`src/rtl/rotating_arbiter_n.sv`:
```
// rtl/rotating_arbiter_n.sv - N-way round-robin arbiter with per-polarity pointer and packet lock
module rotating_arbiter_n #(
    parameter int N          = 4,
    parameter int LOCK_EN    = 1,
    parameter int IDLE_RESET = 1,
    localparam int IW        = (N > 2) ? $clog2(N) : 1
) (
    input  logic          clk,
    input  logic          reset,
    input  logic          polarity,
    input  logic [N-1:0]  req,
    input  logic [N-1:0]  last,
    input  logic          ready,
    output logic [N-1:0]  grant,
    output logic          grant_valid,
    output logic [IW-1:0] grant_idx,
    output logic          lock_active
);

    // Two independent contexts; only the one picked by polarity is touched.
    logic [IW-1:0] ptr_q   [2];
    logic          lock_q  [2];
    logic [IW-1:0] owner_q [2];

    logic [IW-1:0] cur_ptr;
    logic [IW-1:0] cur_owner;
    logic          cur_lock;

    logic [N-1:0]  grant_c;
    logic [IW-1:0] idx_c;
    logic          hit_c;
    logic          xfer;
    logic          multi_req;
    logic [N-1:0]  req_m1;

    logic [IW-1:0] ptr_n;
    logic [IW-1:0] owner_n;
    logic          lock_n;

    assign cur_ptr   = ptr_q[polarity];
    assign cur_owner = owner_q[polarity];
    assign cur_lock  = lock_q[polarity];

    // Clearing the lowest set bit leaves something only if two or more requests are up.
    assign req_m1    = req - {{(N-1){1'b0}}, 1'b1};
    assign multi_req = |(req & req_m1);

    assign xfer = hit_c && ready;

    // Grant selection: locked owner only, else first request at or after the pointer.
    always_comb begin
        int            pos;
        logic [IW-1:0] sel;
        grant_c = '0;
        idx_c   = '0;
        hit_c   = 1'b0;
        pos     = 0;
        sel     = '0;
        if (cur_lock) begin
            if (req[cur_owner]) begin
                grant_c[cur_owner] = 1'b1;
                idx_c              = cur_owner;
                hit_c              = 1'b1;
            end
        end else begin
            for (int k = 0; k < N; k++) begin
                pos = int'(cur_ptr) + k;
                if (pos >= N) begin
                    pos = pos - N;
                end
                sel = IW'(pos);
                if (!hit_c && req[sel]) begin
                    grant_c[sel] = 1'b1;
                    idx_c        = sel;
                    hit_c        = 1'b1;
                end
            end
        end
    end

    // Next state of the active context: lock on a head flit, release and rotate on a tail.
    always_comb begin
        ptr_n   = cur_ptr;
        lock_n  = cur_lock;
        owner_n = cur_owner;
        if (xfer) begin
            if (LOCK_EN != 0 && !last[idx_c]) begin
                lock_n  = 1'b1;
                owner_n = idx_c;
            end else begin
                lock_n = 1'b0;
                ptr_n  = (idx_c == IW'(N - 1)) ? '0 : idx_c + IW'(1);
            end
        end
        // With at most one contender the pointer carries no fairness history, so park it at 0.
        if (IDLE_RESET != 0 && !cur_lock && !multi_req) begin
            ptr_n = '0;
        end
    end

    // Context state registers; the inactive context holds.
    always_ff @(posedge clk or negedge reset) begin
        if (!reset) begin
            for (int c = 0; c < 2; c++) begin
                ptr_q[c]   <= '0;
                lock_q[c]  <= 1'b0;
                owner_q[c] <= '0;
            end
        end else begin
            ptr_q[polarity]   <= ptr_n;
            lock_q[polarity]  <= lock_n;
            owner_q[polarity] <= owner_n;
        end
    end

    assign grant       = reset ? grant_c : '0;
    assign grant_valid = reset & hit_c;
    assign grant_idx   = reset ? idx_c : '0;
    assign lock_active = reset & cur_lock;

endmodule

```
`config.mk`:
```
export PLATFORM = sky130hd
export DESIGN_NAME = rotating_arbiter_n
export DESIGN_NICKNAME = d
export VERILOG_FILES = /design/src/rtl/rotating_arbiter_n.sv
export SDC_FILE = /design/constraint.sdc
export NUM_CORES = 1
export LEC_CHECK = 0
export CORE_MARGIN = 1.5
export CORE_UTILIZATION = 40
export CTS_BUF_LIST = sky130_fd_sc_hd__clkbuf_16
export DETAILED_ROUTE_END_ITERATION = 8
export HOLD_SLACK_MARGIN = 0.05
export SYNTH_ARGS = -nofsm -noshare
export SYNTH_HDL_FRONTEND = slang
export SYNTH_SLANG_ARGS = --single-unit
```
`constraint.sdc`:
```
create_clock -name clk -period 3.3 [get_ports clk]
set_input_delay 0.495 -clock clk [delete_from_list [all_inputs] [get_ports clk]]
set_output_delay 0.495 -clock clk [all_outputs]
set_load 0.03 [all_outputs]
```
Word-level counts from Yosys, hierarchy flattened
Index checks and enable logic that the tools add are counted.

$add $sub $neg: 9. Magnitude comparators: 17. Equal/unequal tests: 1. Muxes and demuxes: 80. Bitwise logic cells: 7. Reduce and logical (&&, ||, !) cells: 17.

Operators with widths (count): 2-bit 2-to-1 mux (28); 4-bit 2-to-1 mux (10); 1-bit 2-to-1 mux (26); 2-bit by 3-bit < comparator with 1-bit output (second input constant) (6); 1-bit binary-select mux with 2-bit select (6); 4-bit OR (3); 1-bit logical AND (11); 1-bit demux with 2-bit select (5); 2-bit by 1-bit greater-or-equal comparator with 1-bit output (second input constant) (5); 3-bit greater-or-equal comparator (second input constant) (3); 4-bit bitwise mux (2); 2-bit by 1-bit subtractor with 2-bit output (second input constant) (4); 2-bit by 2-bit adder with 3-bit output (second input constant) (2); 1-bit zero test (5); 4-bit AND (1); 4-bit OR reduction (1); 4-bit by 1-bit subtractor with 4-bit output (second input constant) (1); 2-bit by 1-bit adder with 3-bit output (second input constant) (1); 2-bit by 3-bit greater-or-equal comparator with 1-bit output (second input constant) (1); 2-bit by 1-bit adder with 2-bit output (second input constant) (1); 1-bit AND (2); 2-bit bitwise mux (1); 2-bit demux with 1-bit select (1); 2-bit equality test (second input constant) (1); 4 further kinds (4).

Flip-flop bits (word level): 10. Input port bits: 12.

Depth between registers and ports, before layout
Depth in word-level cells: 29. Mapped depth: 12. Mapped depth without buffers: 10.

Worst setup path after synthesis
Ideal clock, no wire load.

Kind: input-to-output. From: input port polarity. To: output port grant[1]. Data arrival time: 3.035 ns. Required time: 2.805 ns. Path slack: -0.230 ns. Cell stages on the path: 8. Buffers on the path: 1. Cell sequence: mux2i_2 ha_1 clkbuf_1 mux2_2 o21ai_0 o311a_1 a221oi_1 a211oi_1.

Longest elaborated chain between the ends: 24.

Ends and longest elaborated chain: from (decl) (RTL line 10) `input logic polarity,`; 1-bit NOT with 2-bit output (not written as such) (*) (RTL line 40, 41, 42); parallel branches: the longest is 21 deep, another holds 2-bit by 1-bit adder with 3-bit output; 4-bit 2-to-1 mux (*) (RTL line 59) `if (cur_lock) begin`; 4-bit 2-to-1 mux (*) (RTL line 116) `assign grant = reset ? grant_c : '0;`; to (decl) (RTL line 14) `output logic [N-1:0] grant,`.

Every way passes the cells marked *. The select of a mux whose other input is x is not followed.

Final worst setup path
From: input port req[0]. To: output port grant_valid.

Longest elaborated chain between the ends: 17.

Ends and longest elaborated chain: from (decl) (RTL line 11) `input logic [N-1:0] req,`; 1-bit binary-select mux with 2-bit select (RTL line 72) `if (!hit_c && req[sel]) begin`; 1-bit 2-to-1 mux (not written as such) (RTL line 72); 1-bit 2-to-1 mux (RTL line 72); 1-bit 2-to-1 mux (RTL line 59); 1-bit zero test (RTL line 72); 1-bit logical AND (RTL line 72); 1-bit 2-to-1 mux (RTL line 72); 1-bit 2-to-1 mux (RTL line 59); 1-bit zero test (RTL line 72); 1-bit logical AND (RTL line 72); 1-bit 2-to-1 mux (RTL line 72); 1-bit 2-to-1 mux (RTL line 59); 1-bit zero test (RTL line 72); 1-bit logical AND (RTL line 72); 1-bit 2-to-1 mux (RTL line 72); 1-bit 2-to-1 mux (*) (RTL line 59); 1-bit AND (*) (RTL line 117) `assign grant_valid = reset & hit_c;`; to (decl) (RTL line 15) `output logic grant_valid,`.

Every way passes the cells marked *; elsewhere a longest branch is shown, timed or not. The select of a mux whose other input is x is not followed.

==> flow_metrics.env <==
export IMPL_status="finished, final reports clean"
export IMPL_synthCells=156
export IMPL_cts_sinks=10
export IMPL_clk_path_buf_depth=2
export IMPL_seq_area_frac_synth_pct=18.1
export IMPL_root_buffer="clkbuf_16"
export IMPL_synthMuxAreaShare_pct=18.5
export IMPL_synthFlopType="dfrtp_1"
export IMPL_skew_ns=0.000488
export IMPL_leakage_nw=0.908
export IMPL_rsz0062_at_grt="false"
export IMPL_cts_tree="done"
export IMPL_row_count=21
export IMPL_hold_viol=0
export IMPL_grt_pass1_vias=1405
export IMPL_syn_area_um2=1390
export IMPL_power_frac_comb_pct=77.5
export IMPL_die_area_um2=3830
export IMPL_r2r_setup_slack_ns=0.38
export IMPL_worst_ep_required_time_ns=2.80
export IMPL_hpwl_mm=3.26
export IMPL_synth_top_family_by_area="simple AND/OR/NAND/NOR gates"
export IMPL_synth_fp_nets=176
export IMPL_start_util_pct=41.5
export IMPL_grt_total_usage_pct=22.4
export IMPL_critical_path_class="input port to output pin"
export IMPL_setup_viol=0
export IMPL_pwr_share_seq_pct=12.0
export IMPL_switching_power_mw=0.890
export IMPL_synth_edff_count=0
export IMPL_yosysWarnings=0
export IMPL_maxCapViolCount=0
export IMPL_async_flop_share_pct=100
export IMPL_io_buffers=19
export IMPL_wl_mm=4.22
export IMPL_grt_overflow=0
export IMPL_final_area_um2=2080
export IMPL_core_um2=3340
export IMPL_drc=0
export IMPL_hold_buffers=0
export IMPL_placed_cell_area_um2=1910
export IMPL_synth_simple_area_share_pct=25.0
export IMPL_peakVddDrop_v=0.000446
export IMPL_p_int_mw=1.11
export IMPL_synthAdderAreaFrac_pct=7.94
export IMPL_wl_per_cell_um=16.2
export IMPL_synth_xor_area_share_pct=0.632
export IMPL_finalCritPeriodShare_pct=96.7
export IMPL_ys_ff_latch=10
export IMPL_io_pins=20
export IMPL_grt_pass1_wl_mm=6.45
export IMPL_finalMaxSlewViolations=0
export IMPL_diodes=0
export IMPL_netSwitchingFraction_pct=44.5
export IMPL_crit_arrival_ns=2.70
export IMPL_clk_insertion_delay_late_ns=0.23
export IMPL_antenna_left=0
export IMPL_yosys_area_top_type="dfrtp_1"
export IMPL_ys_types=53
export IMPL_antenna_found_initial=0
export IMPL_fin_crit_ns=3.19
export IMPL_avgSynthCellArea_um2=8.89
export IMPL_path_clk_slew_ns=0.04
export IMPL_critPathMaxFanout=6
export IMPL_maxSlewHeadroom_pct=67.8
export IMPL_routed_via_count=1485
export IMPL_numCtsBuffers=3
export IMPL_layout_commonest_cell="buf_4"
export IMPL_drtPass1Iterations=5
export IMPL_drive_gt1_share_pct=43.3
export IMPL_p_clk_share_pct=10.5
export IMPL_cp_start_kind="input port"
export IMPL_die_y_um=61.9
export IMPL_via_per_inst=5.69
export IMPL_fmax_ghz=0.313
export IMPL_drtIter0Drc=100
export IMPL_synth_compound_area_share_pct=25.0
export IMPL_gp_congestion=0.877
export IMPL_die_x_um=61.9
export IMPL_netlist_area_leader_share_pct=18.1
export IMPL_htreeDepth=1
export IMPL_tightest_slew_ns=0.480
export IMPL_fill_cells=289
export IMPL_critPathCaptureType="output pin"
export IMPL_hold_path_class="flip-flop to flip-flop"
export IMPL_final_cell_mix="buf_4 (49), nand2_1 (17), nor2_1 (16)"
export IMPL_holdWs_ns=0.527
export IMPL_area_growth_pct=49.9
export IMPL_synth_area_top_cells="dfrtp_1 (18%), ha_1 (7.2%), nand2_1 (4.6%), mux2_4 (4.3%), nor2_1 (4.3%)"
export IMPL_fin_nets=237
export IMPL_grt_max_degree=13
export IMPL_power_density_nw_per_um2=962
## final cells by class
cell class | count | area [µm²] | area share (%)
Multi-Input combinational cell | 132 | 1160 | 55.7
Clock buffer | 3 | 75.1 | 3.61
Inverter | 6 | 22.5 | 1.08
Timing Repair Buffer | 64 | 515 | 24.8
Tap cell | 46 | 57.6 | 2.77
Sequential cell | 10 | 250 | 12.0
## final timing paths
path | end | from | cells past startpoint
min in group asynchronous | ptr_q[2] | reset | 2
worst max register to register | owner_q[2] | ptr_q[2] | 12
worst min-delay path | lock_q[0] | lock_q[0] | 1
worst min register to register | lock_q[0] | lock_q[0] | 1
worst max-delay path | grant_valid | req[0] | 8
max in group asynchronous | lock_q[0] | reset | 2
## layer usage
layer | vias up | global-route usage, % | wire length, µm
li1 | 720 | - | -
met1 | 716 | 30.3 | 1950
met2 | 47 | 39.2 | 2110
met3 | 2 | 2.07 | 146
met4 | 0 | 4.26 | 15
met5 | - | 0 | 0
## flip-flops by register name (all words and copies together), names as in the netlist
name and flops:
owner_q 4, lock_q 2, ptr_q 4
## timing repair
item | 4_1_cts | 5_1_grt
setup endpoints to repair | 16 | 5
pin swaps | 2 | 2
buffers inserted | 0 | 2
resized for setup | 11 | 10
## synthesized netlist by cell type (2+ instances only)
library cell / count
nand2_1: 17
nor2_1: 16
dfrtp_1: 10
ha_1: 8
clkbuf_1: 6
o211ai_1: 6
a21oi_1: 4
inv_1: 4
mux2_4: 4
mux2i_1: 4
mux2i_2: 4
nand3_1: 4
nor3_1: 4
a21o_1: 3
a221o_1: 3
a221oi_1: 3
mux2_2: 3
nand4_1: 3
o21ai_1: 3
a211oi_1: 2
and4b_1: 2
buf_6: 2
inv_2: 2
mux4_2: 2
nand3b_1: 2
nand4b_1: 2
nor2_4: 2
nor4bb_1: 2
o221ai_1: 2
o31ai_4: 2
or2_2: 2
or3_1: 2
## worst max-delay path, cell delays in order
cell	delay, ns
clkdlybuf4s50_1	0.53
buf_4	0.22
buf_4	0.14
mux4_2	0.45
nor2_1	0.10
a31o_2	0.12
nor2_1	0.04
clkdlybuf4s50_1	0.60
## power groups by stage
| stage | logic, mW | clock network [mW] | registers [mW] |
|---|---|---|---|
| global route | 1.66 | 0.220 | 0.245 |
| finish | 1.55 | 0.209 | 0.240 |
| CTS | 1.48 | 0.213 | 0.238 |
| global placement | 1.40 | 0 | 0.234 |
| detailed placement | 1.43 | 0 | 0.234 |
| floorplan | 0.928 | 0 | 0.219 |
## through the flow
| step | setup TNS, ns | total power, mW | std cells | util (%) | worst slack (ns) |
|---|---|---|---|---|---|
| after floorplan | 0 | 1.15 | 156 | - | 0.00337 |
| after global placement | -5.68 | 1.63 | 256 | 57.4 | -0.688 |
| after detailed placement | -6.56 | 1.66 | 256 | 57.4 | -0.733 |
| after CTS | 0 | 1.94 | 259 | 60.7 | 0.00790 |
| after global routing | 0 | 2.13 | 261 | 62.3 | 0.00694 |
| final | 0 | 2.00 | 261 | 62.3 | 0.107 |
## cells by family after synthesis
kind of cell	after synthesis
flip-flops	10
XOR/XNOR	1
AO/OA/AOI/OAI	40
multiplexers	18
adder cells (fa/ha/maj)	9
AND/OR/NAND/NOR	64
buffers and inverters	14
(Power assumes the default switching activity.)
